**src/rtl/sevenseg_sr_chain_driver.sv**
```systemverilog
`default_nettype none
// sevenseg_sr_chain_driver: serialises a hex/sign/error result into a chain of
// 74HC595 digit registers with a divided shift clock and PWM output-enable dimming.
module sevenseg_sr_chain_driver #(
    parameter int DATA_WIDTH     = 16,
    parameter int NUM_DIGITS     = 5,
    parameter int CLK_DIV        = 1,
    parameter int SEG_ACTIVE_LOW = 0
) (
    input  logic                  clk,
    input  logic                  rst_n,
    input  logic [DATA_WIDTH-1:0] i_data,
    input  logic                  i_is_neg,
    input  logic                  i_error,
    input  logic [NUM_DIGITS-1:0] i_dp_mask,
    input  logic                  i_valid,
    output logic                  o_ready,
    input  logic [3:0]            i_brightness,
    output logic                  o_sr_data,
    output logic                  o_sr_clk,
    output logic                  o_sr_latch,
    output logic                  o_sr_oe_n
);
    localparam int   FW  = NUM_DIGITS * 8;
    localparam int   PW  = (DATA_WIDTH > 4 * NUM_DIGITS) ? DATA_WIDTH : 4 * NUM_DIGITS;
    localparam int   BW  = $clog2(FW);
    localparam int   DW  = (CLK_DIV > 1) ? $clog2(CLK_DIV) : 1;
    localparam logic POL = (SEG_ACTIVE_LOW != 0);

    // Segment pattern ordered {a,b,c,d,e,f,g}.
    function automatic logic [6:0] hex_seg(input logic [3:0] n);
        logic [6:0] s;
        case (n)
            4'h0:    s = 7'b1111110;
            4'h1:    s = 7'b0110000;
            4'h2:    s = 7'b1101101;
            4'h3:    s = 7'b1111001;
            4'h4:    s = 7'b0110011;
            4'h5:    s = 7'b1011011;
            4'h6:    s = 7'b1011111;
            4'h7:    s = 7'b1110000;
            4'h8:    s = 7'b1111111;
            4'h9:    s = 7'b1111011;
            4'hA:    s = 7'b1110111;
            4'hB:    s = 7'b0011111;
            4'hC:    s = 7'b1001110;
            4'hD:    s = 7'b0111101;
            4'hE:    s = 7'b1001111;
            default: s = 7'b1000111;
        endcase
        return s;
    endfunction

    // Byte k of the frame is digit k as {a..g,dp}; the MSB is shifted out first.
    function automatic logic [FW-1:0] build_frame(
        input logic [DATA_WIDTH-1:0] d,
        input logic                  neg,
        input logic                  err,
        input logic [NUM_DIGITS-1:0] dp
    );
        logic [PW-1:0] pad;
        logic [6:0]    seg;
        logic [FW-1:0] f;
        int            hi;
        int            sgn;
        pad = PW'(d);
        hi  = 0;
        for (int k = 0; k < NUM_DIGITS; k++)
            if (pad[4*k +: 4] != 4'h0) hi = k;
        sgn = (hi + 1 > NUM_DIGITS - 1) ? NUM_DIGITS - 1 : hi + 1;
        f   = '0;
        for (int k = 0; k < NUM_DIGITS; k++) begin
            if (err) begin
                seg = (k == 2) ? 7'b1001111 : ((k < 2) ? 7'b0000101 : 7'b0000000);
                f[8*k +: 8] = {seg, 1'b0};
            end else begin
                if (neg && k == sgn)
                    seg = 7'b0000001;
                else if (k > hi)
                    seg = 7'b0000000;
                else
                    seg = hex_seg(pad[4*k +: 4]);
                f[8*k +: 8] = {seg, dp[k]};
            end
        end
        return f;
    endfunction

    localparam logic [FW-1:0] ZERO_FRAME = build_frame('0, 1'b0, 1'b0, '0);

    typedef enum logic [1:0] {
        IDLE  = 2'd0,
        SHIFT = 2'd1,
        LATCH = 2'd2
    } state_t;

    state_t        state;
    state_t        state_next;
    logic [FW-1:0] frame;
    logic [FW-1:0] new_frame;
    logic [BW-1:0] bit_cnt;
    logic [DW-1:0] div_cnt;
    logic [3:0]    pwm_cnt;
    logic          half;
    logic          tick;
    logic          last_bit;

    assign new_frame = build_frame(i_data, i_is_neg, i_error, i_dp_mask);
    assign tick      = (div_cnt == DW'(CLK_DIV - 1));
    assign last_bit  = (bit_cnt == BW'(FW - 1));

    always_comb begin
        state_next = state;
        case (state)
            IDLE:    if (i_valid) state_next = SHIFT;
            SHIFT:   if (tick && half && last_bit) state_next = LATCH;
            LATCH:   if (tick) state_next = IDLE;
            default: state_next = IDLE;
        endcase
    end

    always_ff @(posedge clk or negedge rst_n) begin
        if (!rst_n) state <= SHIFT;
        else        state <= state_next;
    end

    always_ff @(posedge clk or negedge rst_n) begin
        if (!rst_n) begin
            // Reset behaves as an accept of an all-zero result: bit 0 already on the line.
            frame      <= ZERO_FRAME << 1;
            o_sr_data  <= ZERO_FRAME[FW-1] ^ POL;
            bit_cnt    <= '0;
            div_cnt    <= '0;
            half       <= 1'b0;
            pwm_cnt    <= 4'd0;
            o_sr_clk   <= 1'b0;
            o_sr_latch <= 1'b0;
            o_sr_oe_n  <= 1'b1;
            o_ready    <= 1'b0;
        end else begin
            pwm_cnt    <= pwm_cnt + 4'd1;
            o_ready    <= (state_next == IDLE);
            o_sr_latch <= (state_next == LATCH);
            o_sr_oe_n  <= !((state_next == IDLE) && (pwm_cnt <= i_brightness));
            div_cnt    <= (state == IDLE || tick) ? '0 : div_cnt + DW'(1);
            case (state)
                IDLE: begin
                    if (i_valid) begin
                        frame     <= {new_frame[FW-2:0], 1'b0};
                        o_sr_data <= new_frame[FW-1] ^ POL;
                        bit_cnt   <= '0;
                        half      <= 1'b0;
                    end
                end
                SHIFT: begin
                    if (tick) begin
                        half <= !half;
                        if (!half) begin
                            o_sr_clk <= 1'b1;
                        end else begin
                            o_sr_clk <= 1'b0;
                            if (last_bit) begin
                                o_sr_data <= POL;
                            end else begin
                                o_sr_data <= frame[FW-1] ^ POL;
                                frame     <= frame << 1;
                                bit_cnt   <= bit_cnt + BW'(1);
                            end
                        end
                    end
                end
                default: ;
            endcase
        end
    end

endmodule
`default_nettype wire

```
**config.mk**
```make
export PLATFORM = sky130hd
export DESIGN_NAME = sevenseg_sr_chain_driver
export DESIGN_NICKNAME = d
export VERILOG_FILES = /design/src/rtl/sevenseg_sr_chain_driver.sv
export SDC_FILE = /design/constraint.sdc
export NUM_CORES = 1
export LEC_CHECK = 0
export ABC_AREA = 1
export ABC_CLOCK_PERIOD_IN_PS = 1600
export CAP_MARGIN = 20
export CORE_UTILIZATION = 55
export CTS_BUF_LIST = sky130_fd_sc_hd__clkbuf_4
export DETAILED_ROUTE_END_ITERATION = 10
export PLACE_DENSITY = 0.77
export RECOVER_POWER = 100
export REMOVE_ABC_BUFFERS = 1
export SETUP_SLACK_MARGIN = 0.15
export SLEW_MARGIN = 15
export SYNTH_ARGS = -nofsm -noshare
export SYNTH_HDL_FRONTEND = slang
export SYNTH_SLANG_ARGS = --single-unit
```
**constraint.sdc**
```tcl
create_clock -name clk -period 1.6 [get_ports clk]
set_input_delay 0.16 -clock clk [delete_from_list [all_inputs] [get_ports clk]]
set_output_delay 0.16 -clock clk [all_outputs]
set_load 0.01 [all_outputs]
```
After elaboration in Yosys (flattened, before gate mapping)
Memories as Yosys holds them, arrays and structs flattened. Index checks and enable logic that the tools add are counted. W data, S select, Z words.

Flip-flop bits (word level): 59. Memories: 4. ROM bits: 448.

Bitwise operators: 1. Order comparisons: 7. Reduce and logical (&&, ||, !) cells: 22. $add $sub $neg: 4. Multiplexer cells: 43. Equal/unequal tests: 12.

Memories: (no name shown) (words 16, width 7, read ports 1, clocked after Yosys merged registers in 0, wr ports 0, RTL line 33) `case (n)`; (no name shown) (words 16, width 7, read ports 1, clocked after Yosys merged registers in 0, wr ports 0, RTL line 33); (no name shown) (words 16, width 7, read ports 1, clocked after Yosys merged registers in 0, wr ports 0, RTL line 33); (no name shown) (words 16, width 7, read ports 1, clocked after Yosys merged registers in 0, wr ports 0, RTL line 33).

Operators by type and width (number): $mux W40 (4); $pmux W40 S2 (1); $mux W7 (10); $eq A3 B32 Y1 const A (2); $gt A3 B32 Y1 const A (2); $mux W8 (5); $add A32 B2 Y32 const B (1); $eq A2 B32 Y1 const A (1); $eq A4 B32 Y1 const A (1); $gt A1 B32 Y1 const A (1); $gt A2 B32 Y1 const A (1); $gt A32 B4 Y1 const B (1); $gt A4 B32 Y1 const A (1); $logic_not A32 Y1 (1); $mux W32 (1); $mux W6 (4); $pmux W6 S2 (1); $reduce_bool A4 Y1 (3); $mux W2 (5); $mux W1 (9); $logic_and A1 B1 Y1 (8); $ne A2 B2 Y1 const B (4); $add A6 B1 Y6 const B (1); $eq A6 B6 Y1 const B (1); 16 further kinds (20).

Longest topological paths before layout
Depth in word-level cells: 13. Gate-level depth with buffers: 9.

Worst setup path before layout
OpenSTA, ideal clock, no wires.

Path kind: register to register. Start: register bit_cnt[0]. End: register frame[2]. Arrival time: 1.325 ns. Required time: 1.476 ns. Path slack: 0.151 ns. Library setup time: 0.124 ns. Period minus slack after synthesis: 1.449 ns. Stages on the path, launching flop included: 10. Cells stage by stage: dfrtp_1 -> ha_1 -> nand2_1 -> nor2_2 -> nand3_2 -> nand2_4 -> inv_4 -> buf_4 -> o211ai_1 -> nand2_1.

Cells in the longest elaborated chain, start to end: 3.

RTL lines: start: declaration (RTL line 101) `logic [BW-1:0] bit_cnt;`; start signal: assignment (RTL line 167) `bit_cnt <= bit_cnt + BW'(1);`; $eq A6 B6 Y1 (RTL line 110) `assign last_bit = (bit_cnt == BW'(FW - 1));`; $ne A2 B2 Y1 (no line); $reduce_and A5 Y1 (no line); end signal: assignment (RTL line 130) `frame <= ZERO_FRAME << 1;`; end signal: assignment (RTL line 149) `frame <= {new_frame[FW-2:0], 1'b0};`; end signal: assignment (RTL line 166) `frame <= frame << 1;`; end: declaration (RTL line 99) `logic [FW-1:0] frame;`.

No other way between the ends. A chain may end at the register's enable or synchronous reset.

Final worst setup path
Start: register state[0]. End: register frame[27].

Cells in the longest elaborated chain, start to end: 3. Elaborated cells between the ends (all ways): 9. Those cells by class: eq/ne (5); mux (1); reduce/logical (3).

RTL lines: start: declaration (RTL line 97) `state_t state;`; start signal: assignment (RTL line 124) `else state <= state_next;`; $eq A2 B1 Y1 / $logic_not A2 Y1 (equally long branches) (RTL line 146) `case (state)`; $ne A2 B2 Y1 (no line) / $reduce_bool A2 Y1 (equally long branches); $reduce_and A5 Y1 (no line).

Parallel ways exist; a longest one is shown, timed or not.

==> results_dict.tcl <==
set metrics [dict create \
    run_status "finished, final reports clean" \
    synthAdderAreaFrac_pct 8.77 \
    cts.htree.levels 3 \
    peak_fanout_along_the_critical_path 36 \
    die_height_um 85.7 \
    place.port_buffers 34 \
    placement_rows 30 \
    worst-r2r-setup-slack_ns 0.02 \
    tightestPinTransition_ns 1.02 \
    synth_area_per_cell_um2 7.07 \
    cts-root-to-sink-buffers 2 \
    global_route.usage.total_pct 27.7 \
    finalWorstPathRequiredPeriod_ns 1.58 \
    grt_start_max_net_pins 37 \
    max_cap_viol_count 0 \
    ioPinCount 35 \
    root_buffer "sky130_fd_sc_hd__clkbuf_4" \
    gp_congestion 0.855 \
    fin_skew_ns 0.0183 \
    timing.setup.tns_ns 0 \
    die-area_um2 7350 \
    synthCells 545 \
    synth_seq_cells 58 \
    clkTransAtPathRegs_ns 0.11 \
    leading_cell_types_in_the_layout_fill_and_taps_excluded "sky130_fd_sc_hd__nand2_1, sky130_fd_sc_hd__nand3_1, sky130_fd_sc_hd__nor2_1" \
    wirelength_um 9630 \
    leakage_nw 2.51 \
    worstReg2RegStart "state[0]$_DFF_PN1_" \
    route.detailed.wl_per_inst_um 13.2 \
    drt_first_pass_iters 4 \
    floorplan.die.width_um 85.7 \
    grt_pass1_vias 3706 \
    cp-end-kind "register" \
    numCtsBuffers 9 \
    core-area_um2 6790 \
    overflow 0 \
    worst_hold_path_type "in -> reg" \
    area_growth_pct 29.3 \
    max_freq_ghz 0.635 \
    n_antenna_cell 0 \
    initial_core_utilization_pct 56.7 \
    combinational_family_with_the_most_area_after_synthesis "simple AND/OR/NAND/NOR gates" \
    powerDensity_nw_per_um2 875 \
    vdd_ir_drop_max_uv 636 \
    asyncSetResetFlopFracSynth_pct 100 \
    report.final.setup_viol 0 \
    clk_latency_ns 0.43 \
    tritoncts "built" \
    n_fill_cell 534 \
    synth_enable_flop_cells 0 \
    hold_start "i_dp_mask[0]" \
    report.final.slew_viol_count 0 \
    place_hpwl_um 6790 \
    r2r.worst_path.cells 8 \
    synth_simple_gate_area_share_pct 33.7 \
    crit_arrival_ns 1.87 \
    synth_top_flop_cell "sky130_fd_sc_hd__dfrtp_1" \
    synth_xor_area_share_pct 0.909 \
    ys_warn_count 0 \
    final_hold_violation_count 0 \
    drt.antenna.violating_nets 0 \
    critPathCapture "frame[27]$_DFFE_PN0P_" \
    maxSlewHeadroom_pct 32.3 \
    grt_setup_unrepaired "true" \
    nets 686 \
    critical_path.startpoint "state[0]$_DFF_PN1_" \
    ys_seq_area_share_pct 37.9 \
    grt_pass1_wl_um 16200 \
    synth_compound_gate_area_share_pct 10.2 \
    post-route-period-util_pct 98.4 \
    drt-initial-drc-count 299 \
    cts.sinks 58 \
    dr_total_vias 3856 \
    post_synth_mux_area_share_pct 0 \
    total_chip_power_mw 4.36 \
    syn-cell-area_um2 3850 \
    timing.setup.critical_path_class "reg -> reg" \
    crit-reg2reg-capture "frame[27]$_DFFE_PN0P_" \
    critical_path_required_ns 1.89 \
    fraction_of_final_layout_cells_sized_beyond_drive_strength_1_pct 20.2 \
    initial_antenna_violation_count 0 \
    avgViaCountPerCell 5.28 \
    synth.distinct_cells 34 \
    drc 0 \
    layout.cells.most_common "sky130_fd_sc_hd__nand2_1" \
    critical_path.startpoint_type "register" \
]
[per-layer routing]
metal | global-route usage, % | routed length, um | part of all wire (%) | up-vias
met1 | 34.8 | 4260 | 44 | 1804
met2 | 46.8 | 4730 | 49 | 125
met3 | 6.64 | 463 | 4.8 | 20
met5 | 0 | 0 | 0 | -
met4 | 9.70 | 174 | 1.8 | 0
li1 | - | - | - | 1907
[cell usage after synthesis, types with 4 or more instances]
| master | instances | area (um2) |
|---|---|---|
| sky130_fd_sc_hd__a21oi_1 | 15 | 75.1 |
| sky130_fd_sc_hd__buf_2 | 10 | 50.1 |
| sky130_fd_sc_hd__buf_6 | 4 | 45.0 |
| sky130_fd_sc_hd__dfrtp_1 | 50 | 1250 |
| sky130_fd_sc_hd__dfstp_2 | 8 | 210 |
| sky130_fd_sc_hd__ha_1 | 27 | 338 |
| sky130_fd_sc_hd__inv_1 | 48 | 180 |
| sky130_fd_sc_hd__nand2_1 | 174 | 653 |
| sky130_fd_sc_hd__nand3_1 | 57 | 285 |
| sky130_fd_sc_hd__nor2_1 | 67 | 251 |
| sky130_fd_sc_hd__nor2_2 | 5 | 31.3 |
| sky130_fd_sc_hd__o211ai_1 | 5 | 37.5 |
| sky130_fd_sc_hd__o21ai_0 | 34 | 170 |
| sky130_fd_sc_hd__o21ai_1 | 7 | 35.0 |
| sky130_fd_sc_hd__o21ai_2 | 4 | 35.0 |
[final cells by class]
| class | count | area (um2) | share of cell area [%] |
|---|---|---|---|
| clock inverters | 7 | 36.3 | 0.728 |
| flip-flops and latches | 58 | 1460 | 29.3 |
| clock buffers | 9 | 67.6 | 1.36 |
| well taps | 96 | 120 | 2.41 |
| repair buffers | 93 | 853 | 17.1 |
| inverters | 51 | 208 | 4.17 |
| multi-input cells | 416 | 2240 | 44.9 |
[registers in the layout, summed over array words and instances (netlist names), 2 cells and up]
name and cells:
bit_cnt 6, frame 39, pwm_cnt 4, state 2
[through the flow]
stage	hold slack (ns)	cells	worst slack, ns	util [%]	instance area, um2
2_1_floorplan	-0.136	525	-0.694	-	3720
3_3_place_gp	0.115	704	-0.127	67.3	4570
3_5_place_dp	0.115	704	-0.188	67.3	4570
4_1_cts	0.194	728	0.0925	71.3	4850
5_1_grt	0.336	730	-0.0362	73.3	4980
6_report	0.320	730	0.0249	73.3	4980
[logic make-up (layout without fill, tap and decap cells)]
family / Yosys count / in the layout
compound gates: 71 / 71
xor+xnor: 4 / 4
fa+ha+maj: 27 / 27
buf+inv: 71 / 160
flops: 58 / 58
other cells: 1 / 1
simple gates: 313 / 313
[what timing repair did]
item,in CTS,in global routing
setup buffers,7,2
pin swaps,5,8
setup endpoints to repair,50,49
hold endpoints to repair,30,0
hold buffers,1,0
gates resized for setup,31,41
[where the power goes]
part,switching (mW),total [mW],internal [mW]
Clock,0.564,0.860,0.297
Combinational,0.790,1.45,0.660
Sequential,0.235,2.05,1.81
[worst max-delay path, cell delays in order, from the launching register on]
cell and delay, ns:
sky130_fd_sc_hd__dfstp_2 0.59, sky130_fd_sc_hd__inv_2 0.06, sky130_fd_sc_hd__nor2_4 0.15, sky130_fd_sc_hd__nand3_2 0.14, sky130_fd_sc_hd__nand2_4 0.14, sky130_fd_sc_hd__buf_12 0.14, sky130_fd_sc_hd__inv_16 0.07, sky130_fd_sc_hd__nand2_1 0.07
sky130_fd_sc_hd__o21ai_0 0.08
[worst min-delay path by stage]
stage                                   to  slack, ns  cells after the start
floorplan           bit_cnt[0]$_DFFE_PN0P_      -0.14                      0
detailed placement   frame[29]$_DFFE_PN0P_       0.12                      1
global placement      frame[2]$_DFFE_PN0P_       0.11                      1
global route          frame[1]$_DFFE_PN0P_       0.34                      3
finish                frame[1]$_DFFE_PN0P_       0.32                      3
CTS                  frame[12]$_DFFE_PN0P_       0.19                      2
Note: power is estimated with default switching activity, not from simulation.
